### config.mk
export PLATFORM = sky130hd
export DESIGN_NAME = gate_equiv_sequencer
export DESIGN_NICKNAME = d
export VERILOG_FILES = /design/src/rtl/gate_equiv_sequencer.sv
export SDC_FILE = /design/constraint.sdc
export NUM_CORES = 1
export LEC_CHECK = 0
export ABC_AREA = 1
export CORE_UTILIZATION = 53
export CTS_BUF_LIST = sky130_fd_sc_hd__clkbuf_4 sky130_fd_sc_hd__clkbuf_8
export CTS_CLUSTER_DIAMETER = 30
export DETAILED_ROUTE_END_ITERATION = 8
export PLACE_DENSITY = 0.81
export SETUP_SLACK_MARGIN = 0.15
export SYNTH_ARGS = -nofsm -noshare
export SYNTH_HDL_FRONTEND = slang
export SYNTH_SLANG_ARGS = --single-unit
### constraint.sdc
create_clock -name clk -period 1.75 [get_ports clk]
set_input_delay 0.525 -clock clk [delete_from_list [all_inputs] [get_ports clk]]
set_output_delay 0.525 -clock clk [all_outputs]
set_load 0.02 [all_outputs]
### src/rtl/gate_equiv_sequencer.sv
// Sweeps every input vector into two gate implementations,
// compares their outputs after a settle window and reports pass/fail.
module gate_equiv_sequencer #(
  parameter int N_IN   = 2,
  parameter int SETTLE = 1,
  parameter int CNT_W  = 8
) (
  input  logic             clk,
  input  logic             rst_n,
  input  logic             start,
  input  logic             a,
  input  logic             b,
  output logic [N_IN-1:0]  x,
  output logic             busy,
  output logic             done,
  output logic             pass,
  output logic [CNT_W-1:0] err_cnt,
  output logic             fail_valid,
  output logic [N_IN-1:0]  fail_vec
);

  localparam int WC_W = (SETTLE > 1) ? $clog2(SETTLE) : 1;
  localparam logic [WC_W-1:0] WC_LAST = WC_W'(SETTLE - 1);

  typedef enum logic [1:0] {
    S_IDLE,
    S_WAIT,
    S_CHECK,
    S_DONE
  } state_t;

  state_t           state_q;
  logic [N_IN-1:0]  x_q;
  logic [N_IN-1:0]  fvec_q;
  logic [WC_W-1:0]  wcnt_q;
  logic [CNT_W-1:0] err_q;
  logic [CNT_W-1:0] err_d;
  logic             first_q;
  logic             busy_q;
  logic             done_q;
  logic             pass_q;
  logic             fv_q;
  logic             mism;

  // Mismatch detect and saturating error count candidate
  always_comb begin
    mism  = a ^ b;
    err_d = err_q;
    if (mism && (err_q != '1)) begin
      err_d = err_q + CNT_W'(1);
    end
  end

  // Sweep FSM with registered outputs
  always_ff @(posedge clk or negedge rst_n) begin
    if (!rst_n) begin
      state_q <= S_IDLE;
      x_q     <= '0;
      fvec_q  <= '0;
      wcnt_q  <= '0;
      err_q   <= '0;
      first_q <= 1'b0;
      busy_q  <= 1'b0;
      done_q  <= 1'b0;
      pass_q  <= 1'b0;
      fv_q    <= 1'b0;
    end else begin
      fv_q <= 1'b0;
      unique case (state_q)
        S_IDLE, S_DONE: begin
          if (start) begin
            state_q <= S_WAIT;
            x_q     <= '0;
            wcnt_q  <= '0;
            err_q   <= '0;
            fvec_q  <= '0;
            first_q <= 1'b0;
            busy_q  <= 1'b1;
            done_q  <= 1'b0;
            pass_q  <= 1'b0;
          end
        end
        S_WAIT: begin
          if (wcnt_q == WC_LAST) begin
            state_q <= S_CHECK;
          end else begin
            wcnt_q <= wcnt_q + WC_W'(1);
          end
        end
        S_CHECK: begin
          if (mism) begin
            fv_q  <= 1'b1;
            err_q <= err_d;
            if (!first_q) begin
              fvec_q  <= x_q;
              first_q <= 1'b1;
            end
          end
          if (x_q == '1) begin
            state_q <= S_DONE;
            busy_q  <= 1'b0;
            done_q  <= 1'b1;
            pass_q  <= (err_d == '0);
          end else begin
            state_q <= S_WAIT;
            x_q     <= x_q + N_IN'(1);
            wcnt_q  <= '0;
          end
        end
        default: state_q <= S_IDLE;
      endcase
    end
  end

  assign x          = x_q;
  assign busy       = busy_q;
  assign done       = done_q;
  assign pass       = pass_q;
  assign err_cnt    = err_q;
  assign fail_valid = fv_q;
  assign fail_vec   = fvec_q;

endmodule

# After elaboration in Yosys (flattened, before gate mapping)
# Cells that the tools add are included.
dict set report totals {
  ff_bits 20
  in_bits 5
  elab_cells 65
}
dict set report op_classes {
  add_sub_neg 3
  eq_ne 11
  mux 29
  n_bitwise 1
  reduce_logical 11
}
# cell count
set op_table {}
lappend op_table {{2-to-1 mux 8 bit} 3}
lappend op_table {{case mux 8 bit (2 select lines)} 1}
lappend op_table {{2-to-1 mux 2 bit} 7}
lappend op_table {{inequality test 2 bit, second input constant} 6}
lappend op_table {{2-to-1 mux 1 bit} 10}
lappend op_table {{AND reduction 3 bit} 3}
lappend op_table {{adder 8 x 1 -> 8 bit, second input constant} 1}
lappend op_table {{logical NOT 8 bit} 1}
lappend op_table {{inequality test 8 bit, second input constant} 1}
lappend op_table {{case mux 1 bit (2 select lines)} 4}
lappend op_table {{case mux 2 bit (2 select lines)} 2}
lappend op_table {{equality test 2 bit, second input constant} 3}
lappend op_table {{case mux 2 bit (3 select lines)} 1}
lappend op_table {{AND reduction 2 bit} 2}
lappend op_table {{AND reduction 4 bit} 1}
lappend op_table {{case mux 1 bit (3 select lines)} 1}
lappend op_table {{adder 2 x 1 -> 2 bit, second input constant} 1}
lappend op_table {{equality test 2 x 1 -> 1 bit, second input constant} 1}
lappend op_table {{logical NOT 2 bit} 1}
lappend op_table {{nonzero test 2 bit} 1}
lappend op_table {{OR reduction 2 bit} 1}
lappend op_table {{adder 1 bit, second input constant} 1}
lappend op_table {{logical AND 1 bit} 1}
lappend op_table {{bitwise XOR 1 bit} 1}

# Depth between registers and ports, before layout
# Gate-level depths: netlist of the first run.
dict set report logic_depth {
  ltp_word 6
  depth_mapped 12
  mapped_depth_nobuf 12
}

# Least setup slack after synthesis of the first run
# No wires, ideal clock.
dict set report synth_path {
  kind {reg2reg}
  from {register err_q[1], in the netlist err_cnt[1]}
  to {register pass_q, in the netlist pass}
  arrival_ps 1426
  path_slack_ps 207
  path_stages_with_launch 13
  n_path_buf 0
  synth_period_minus_slack_ps 1543
  path_cell_list {dfrtp_1 -> ha_1 -> nand2_1 -> nor2_4 -> nand2_4 -> nand2_4 -> nand2_1 -> nand2_1 -> inv_1 -> nand2_1 -> nor2_1 -> nand2_1 -> nand2_1}
}
dict set report synth_between {
  elab_chain_cells 6
}
# element line
set synth_rtl {}
lappend synth_rtl {{start, declared} 36} ;# logic [CNT_W-1:0] err_q;
lappend synth_rtl {{start signal, assigned} 93} ;# err_q <= err_d;
lappend synth_rtl {{parallel branches: the longest is 2 deep, another holds adder 8 x 1 -> 8 bit} --}
lappend synth_rtl {{2-to-1 mux 8 bit *} 49} ;# if (mism && (err_q != '1)) begin
lappend synth_rtl {{logical NOT 8 bit *} 103} ;# pass_q <= (err_d == '0);
lappend synth_rtl {{2-to-1 mux 1 bit *} 99} ;# if (x_q == '1) begin
lappend synth_rtl {{case mux 1 bit (2 select lines) *} 69} ;# unique case (state_q)
lappend synth_rtl {{end signal, assigned} 103}
lappend synth_rtl {{end, declared} 41} ;# logic pass_q;
# Every way passes the cells marked *. The select of a mux whose other input is x is not followed.
# A chain may end at the register's enable or synchronous reset.

# Worst setup path after layout of the first run
dict set report layout_path {
  from {register err_q[0], in the netlist err_cnt[0]}
  to {output port err_cnt[0]}
}
# element line
set layout_rtl {}
lappend layout_rtl {{end, declared} 17} ;# output logic [CNT_W-1:0] err_cnt,
# No word-level cell between the ends.

==> metrics.csv, run 1 <==
stage,metric,value,unit
hold_path,Min-Delay Path Class,register to register,
power,leakage power,0.800,nW
floorplan,Rows,16,
power,Comb pwr share,54.1,%
grt,initial antenna violation count,0,
layout,number of nets in the layout,196,
layout,Layout Utilization,76.3,%
grt,Congestion Overflow GR,0,
place,GP Congestion,0.921,
floorplan,I/O pin count,21,
power,Flop pwr share,33.6,%
clocking,CTS Root Cell,clkbuf_4,
clocking,clk_lat worst skew,0.30,ns
sta,clock skew,0.00854,ns
detailed_routing,drt first-iter violations,34,
synth,syn_nets,158,
sta,Worst Tran Pin Value,0.348,ns
setup_path,CP max FO,4,
hold_path,hold_sp,pass,
synth,Synth Cell Area,0.00113,sq mm
place,PortBufs,20,
grt,largest net degree at the start of global routing,20,
power,VDD IR max,0.907,mV
hold_path,"Endpoint, Worst Hold",pass,
setup_path,Critical Path Sink Type,output port,
setup_path,"Slowest-stage cell, CP",dfrtp_1,
clocking,CTS Buf Count,3,
setup_path,r2r setup slk,0.21,ns
grt,GR Util All Layers,25.8,%
detailed_routing,drc violations,0,
floorplan,Initial Utilization,57.0,%
layout,Final Cell Area,0.00151,sq mm
hold_path,hold path cells,2,
synth,Yosys warning count,0,
floorplan,chip width,48.2,microns
sta,Post-Route Setup TNS,0,ns
setup_path,RR Endpoint,pass,
clocking,CTS Hold Bufs,0,
clocking,CTS max path bufs,2,
place,Place WS,-0.264,ns
run_status,status,finished clean,
synth,sequential area share after synthesis,42.1,%
flow_run,# Max-Cap Violations,0,
setup_path,reg2reg path depth,11,
setup_path,CP Class,register to output port,
sta,final worst setup slack,0.171,ns
power,NetSw,888,uW
sta,worst rel slew slack,76.6,%
sta,Final Hold Slack,0.494,ns
layout,layout cells sized above 1,26.9,%
sta,count of final hold-check violations,0,
setup_path,type of element launching the critical path,register,
layout,ANT cells,0,
setup_path,CP Data Required Time,1.22,ns
clocking,Clock H-tree levels,1,
synth,distinct cell type count after synthesis,21,
floorplan,die height,48.2,microns
setup_path,CP max stage delay,0.46,ns
detailed_routing,post-route ant nets,0,
layout,fillers,152,
synth,Mean Syn Cell Area,7.58,sq um
setup_path,launch point of the worst reg-to-reg path,err_cnt[0],
sta,final slew viol count,0,
floorplan,core footprint,0.00198,sq mm
sta,post-layout min period,1.58,ns
power,Int Power,1.09,mW
setup_path,WP data arrival,1.05,ns
floorplan,Die Area,0.00232,sq mm
sta,"Setup violations, final",0,
clocking,CTS tree,done,
detailed_routing,vias per cell,5.21,
sta,Max Clk Rate,633,MHz
place,hpwl dp,1960,microns
sta,Final period util,90.2,%
synth,Gate Count Post-Synth,149,
detailed_routing,total wire length,2690,microns
grt,vias in the first global route,974,
detailed_routing,First-pass DRT Iterations,4,
setup_path,worst-path cell chain,clkdlybuf4s15_2,
setup_path,Buffers & Inverters on Critical Path,1,
layout,Syn-to-layout area delta,33.8,%
sta,RSZ-0062 raised after global routing,yes,
power,Pwr Density,1310,mW/mm^2
clocking,CTS Sinks,19,
power,switching share of power,45.0,%
clocking,clk slew on worst S/H paths,0.11,ns
layout,most frequent cells in the layout,"42 x nand2_1, 18 x dfrtp_1, 17 x inv_1, 13 x nand3_1, 13 x buf_4",
detailed_routing,total number of vias,1110,
power,Clock power frac,12.4,%
detailed_routing,average wire per standard cell,12.6,microns
grt,first-pass GRT wire length,4050,microns
setup_path,Top delay family on crit path,flip-flops,
synth,count of state elements after synthesis,19,
place,placed inst area,0.00145,sq mm
layout,most common library cell in the layout ignoring fill and taps,nand2_1,
layer usage:
| layer | vias to the layer above | GRT usage [%] | wire (microns) |
|---|---|---|---|
| met5 | - | 0 | 0 |
| met4 | 0 | 11.7 | 52 |
| met3 | 6 | 4.44 | 134 |
| met2 | 38 | 45.6 | 1350 |
| met1 | 512 | 30.1 | 1150 |
| li1 | 554 | - | - |
Yosys cell counts:
library cell / count / area, sq um
o22ai_1: 8 / 50.1
nor2_1: 10 / 37.5
nand4_1: 2 / 12.5
xor2_1: 1 / 8.76
o21ai_0: 7 / 35.0
inv_1: 19 / 71.3
nand3_1: 13 / 65.1
nand2_4: 3 / 33.8
a21oi_2: 1 / 8.76
inv_2: 5 / 18.8
a31oi_1: 1 / 6.26
a21oi_4: 1 / 16.3
nor2_2: 1 / 6.26
nor2_4: 2 / 22.5
o21ai_1: 2 / 10.0
o21ai_2: 1 / 8.76
a21oi_1: 1 / 5.00
ha_1: 4 / 50.1
dfrtp_1: 19 / 475
nand2_1: 45 / 169
nand2_2: 3 / 18.8
cell type report:
cell class	instances	area [sq um]	share of cell area, %
Clock buffer	4	30.0	1.99
Multi-Input combinational cell	106	617	40.8
Sequential cell	19	477	31.5
Tap cell	27	33.8	2.24
Timing Repair Buffer	33	264	17.5
Inverter	24	90.1	5.96
cells by family (layout without fill, tap and decap cells):
| family | after synthesis | in the layout | synth area share, % |
|---|---|---|---|
| adders and majority gates | 4 | 4 | 4.43 |
| buffers and inverters | 24 | 61 | 7.97 |
| xor gates and xnor gates | 1 | 1 | 0.775 |
| DFF | 19 | 19 | 42.1 |
| and+or+nand+nor | 79 | 79 | 32.3 |
| AOI/OAI and AO/OA | 22 | 22 | 12.4 |
sequential cells by signal (all words and copies together) (netlist names):
signal	cells
pass	1
fail_vec	2
fail_valid	1
x	2
err_cnt	8
state_q	2
done	1
busy	1
first_q	1
worst register-to-register path, stage by stage (launching register included):
cell and delay (ns):
dfrtp_1 0.46, ha_4 0.18, nand2_1 0.08, nor2_4 0.13, nand2_4 0.10, nand2_4 0.10, nand2_1 0.07, o21ai_2 0.08
nand2_2 0.07, nor2_1 0.11, nand2_1 0.06, nand2_1 0.05
worst max-delay path by stage:
| stage | start | to | slack [ns] | cells after the start |
|---|---|---|---|---|
| global placement | a | pass | -0.18 | 11 |
| finish | err_cnt[0] | err_cnt[0] | 0.17 | 1 |
| CTS | x[0] | x[0] | 0.11 | 1 |
| detailed placement | b | pass | -0.26 | 12 |
| floorplan | err_cnt[1] | pass | 0.21 | 12 |
| global route | err_cnt[0] | pass | 0.1 | 11 |
power by group through the flow:
stage,Sequential (mW),Clock (mW),Combinational [mW]
after global placement,0.650,0,0.966
after global routing,0.679,0.264,1.18
after floorplan,0.733,0,0.495
after detailed placement,0.658,0,0.997
after CTS,0.644,0.248,0.982
final,0.663,0.244,1.07
repair_timing:
item,in CTS,in global routing
setup endpoints to repair,27,21
setup buffers,1,1
resized for setup,26,21
pin swaps,1,3
per-stage QoR:
| stage | power, mW | instances |
|---|---|---|
| 2_1_floorplan | 1.23 | 149 |
| 3_3_place_gp | 1.62 | 207 |
| 3_5_place_dp | 1.65 | 207 |
| 4_1_cts | 1.87 | 212 |
| 5_1_grt | 2.13 | 213 |
| 6_report | 1.98 | 213 |
Power figures use the tool's default switching activity.
==> inputs of run 2 (changes only) <==
==> constraint.sdc (replaced) <==
create_clock -name clk -period 1.75 [get_ports clk]
set_input_delay 0.35 -clock clk [delete_from_list [all_inputs] [get_ports clk]]
set_output_delay 0.35 -clock clk [all_outputs]
set_load 0.02 [all_outputs]
==> run 2 against run 1 <==
Utilization is 1.5 points lower. Register-to-register slack about the same. Non-clock buffer count shrank 4. Critical endpoint unchanged.
==> metrics.csv, run 2 (synthesis results as in run 1) <==
stage,metric,value,unit
run_status,status,finished clean,
floorplan,I/O pin count,21,
layout,fin cells,209,
grt,first-pass GRT wire length,3960,microns
sta,post-layout min period,1.56,ns
clocking,CTS Buf Count,3,
clocking,CTS Sinks,19,
layout,area of the multi-input gates,602,sq um
setup_path,CP max FO,4,
detailed_routing,First-pass DRT Iterations,4,
power,leakage power,0.806,nW
setup_path,r2r setup slk,0.21,ns
layout,number of nets in the layout,192,
layout,fillers,165,
grt,largest net degree at the start of global routing,20,
setup_path,reg2reg path depth,11,
detailed_routing,total number of vias,1069,
place,hpwl dp,1890,microns
clocking,clk_lat worst skew,0.29,ns
floorplan,die height,48.2,microns
place,PortBufs,20,
clocking,CTS tree,done,
detailed_routing,post-route ant nets,0,
layout,ANT cells,0,
clocking,CTS max path bufs,2,
setup_path,CP Data Required Time,1.40,ns
detailed_routing,total wire length,2540,microns
floorplan,Rows,16,
setup_path,launch point of the worst reg-to-reg path,err_cnt[0],
layout,most common library cell in the layout ignoring fill and taps,nand2_1,
setup_path,type of element launching the critical path,register,
clocking,Clock H-tree levels,1,
place,GP Congestion,0.925,
setup_path,Critical Path Sink Type,output port,
floorplan,Die Area,0.00232,sq mm
place,placed cells,200,
power,VDD IR max,1.05,mV
sta,Max Clk Rate,642,MHz
sta,RSZ-0062 raised after global routing,yes,
layout,Layout Utilization,74.8,%
sta,worst rel slew slack,77.5,%
sta,Worst Tran Pin Value,0.335,ns
sta,"Setup violations, final",0,
clocking,CTS Root Cell,clkbuf_4,
grt,vias in the first global route,954,
clocking,clk slew on worst S/H paths,0.11,ns
hold_path,Min-Delay Path Class,primary input to asynchronous set/reset pin,
grt,Congestion Overflow GR,0,
setup_path,Setup crit start,err_cnt[0],
layout,most frequent cells in the layout,"41 x nand2_1, 19 x dfrtp_1, 18 x inv_1, 15 x dlygate4sd2_1, 13 x nand3_1",
detailed_routing,drc violations,0,
setup_path,CP Class,register to output port,
floorplan,chip width,48.2,microns
setup_path,worst setup path endpoint,err_cnt[0],
sta,Final period util,89.0,%
floorplan,Initial Utilization,57.0,%
detailed_routing,drt first-iter violations,31,
setup_path,RR Endpoint,pass,
layout,layout cells sized above 1,20.3,%
grt,GR Util All Layers,24.8,%
sta,clock skew,0.00989,ns
grt,initial antenna violation count,0,
layout,Syn-to-layout area delta,31.2,%
setup_path,WP data arrival,1.21,ns
power,Pwr Density,1260,mW/mm^2
flow_run,# Max-Cap Violations,0,
layout,max reg flops,8,
sta,count of final hold-check violations,0,
detailed_routing,vias per cell,5.11,
sta,final slew viol count,0,
sta,Final Hold Slack,0.384,ns
layout,Seq. cell area,475,sq um
floorplan,core footprint,0.00198,sq mm
detailed_routing,average wire per standard cell,12.2,microns
power,Power Total,1.87,mW
## run 2: cell count changes in the layout (fill, tap and decap cells not counted), moves of 2 or more
cell / previous run / this run
clkbuf_2: 6 / 0
dlygate4sd2_1: 8 / 15
clkdlybuf4s50_1: 2 / 4
buf_4: 13 / 9
## run 2: how the worst min path moves through the flow
stage | start | cells after the start | slack [ns] | endpoint
after floorplan | rst_n | 0 | 0.05 | busy
after global placement | pass | 2 | 0.48 | pass
after detailed placement | busy | 2 | 0.48 | busy
after CTS | rst_n | 2 | 0.39 | err_cnt[6]
after global routing | rst_n | 2 | 0.39 | err_cnt[6]
final | rst_n | 2 | 0.38 | err_cnt[6]
## run 2: power by group
part | switching, mW | leakage [nW] | internal (mW)
combinational | 0.624 | 0.532 | 0.378
sequential | 0.0883 | 0.255 | 0.552
clock | 0.127 | 0.0184 | 0.104
## run 2: area by class of cell
class                   instances  share of cell area (%)
inverters                      24                    6.08
well taps                      27                    2.28
flip-flops and latches         19                    32.1
multi-input cells             106                    40.6
clock buffers                   4                    2.03
repair buffers                 29                    17.0
## run 2: through the flow
stage | area [sq um] | TNS [ns] | worst slack (ns)
floorplan | 1130 | 0 | 0.207
CTS | 1430 | 0 | 0.168
global placement | 1390 | -0.00688 | -0.00688
finish | 1480 | 0 | 0.192
global route | 1480 | 0 | 0.112
detailed placement | 1390 | -0.168 | -0.126
## run 2: critical path: stages (launching register included)
cell	delay, ns
dfrtp_1	0.43
buf_4	0.17
dlygate4sd2_1	0.32
## run 2: repair_timing
action                     4_1_cts  5_1_grt
gates cloned                     0        0
hold buffers                     0        0
setup endpoints to repair       26       15
gates resized for setup         17       11
buffers inserted                 3        2
pin swaps                        0        7
## run 2: routing by layer
metal | global-route usage [%] | vias up | share of wire (%)
met4 | 8.89 | 0 | 0.55
met2 | 41.1 | 26 | 52
li1 | - | 550 | -
met1 | 31.7 | 491 | 45
met5 | 0 | - | 0
met3 | 5.56 | 2 | 2.8
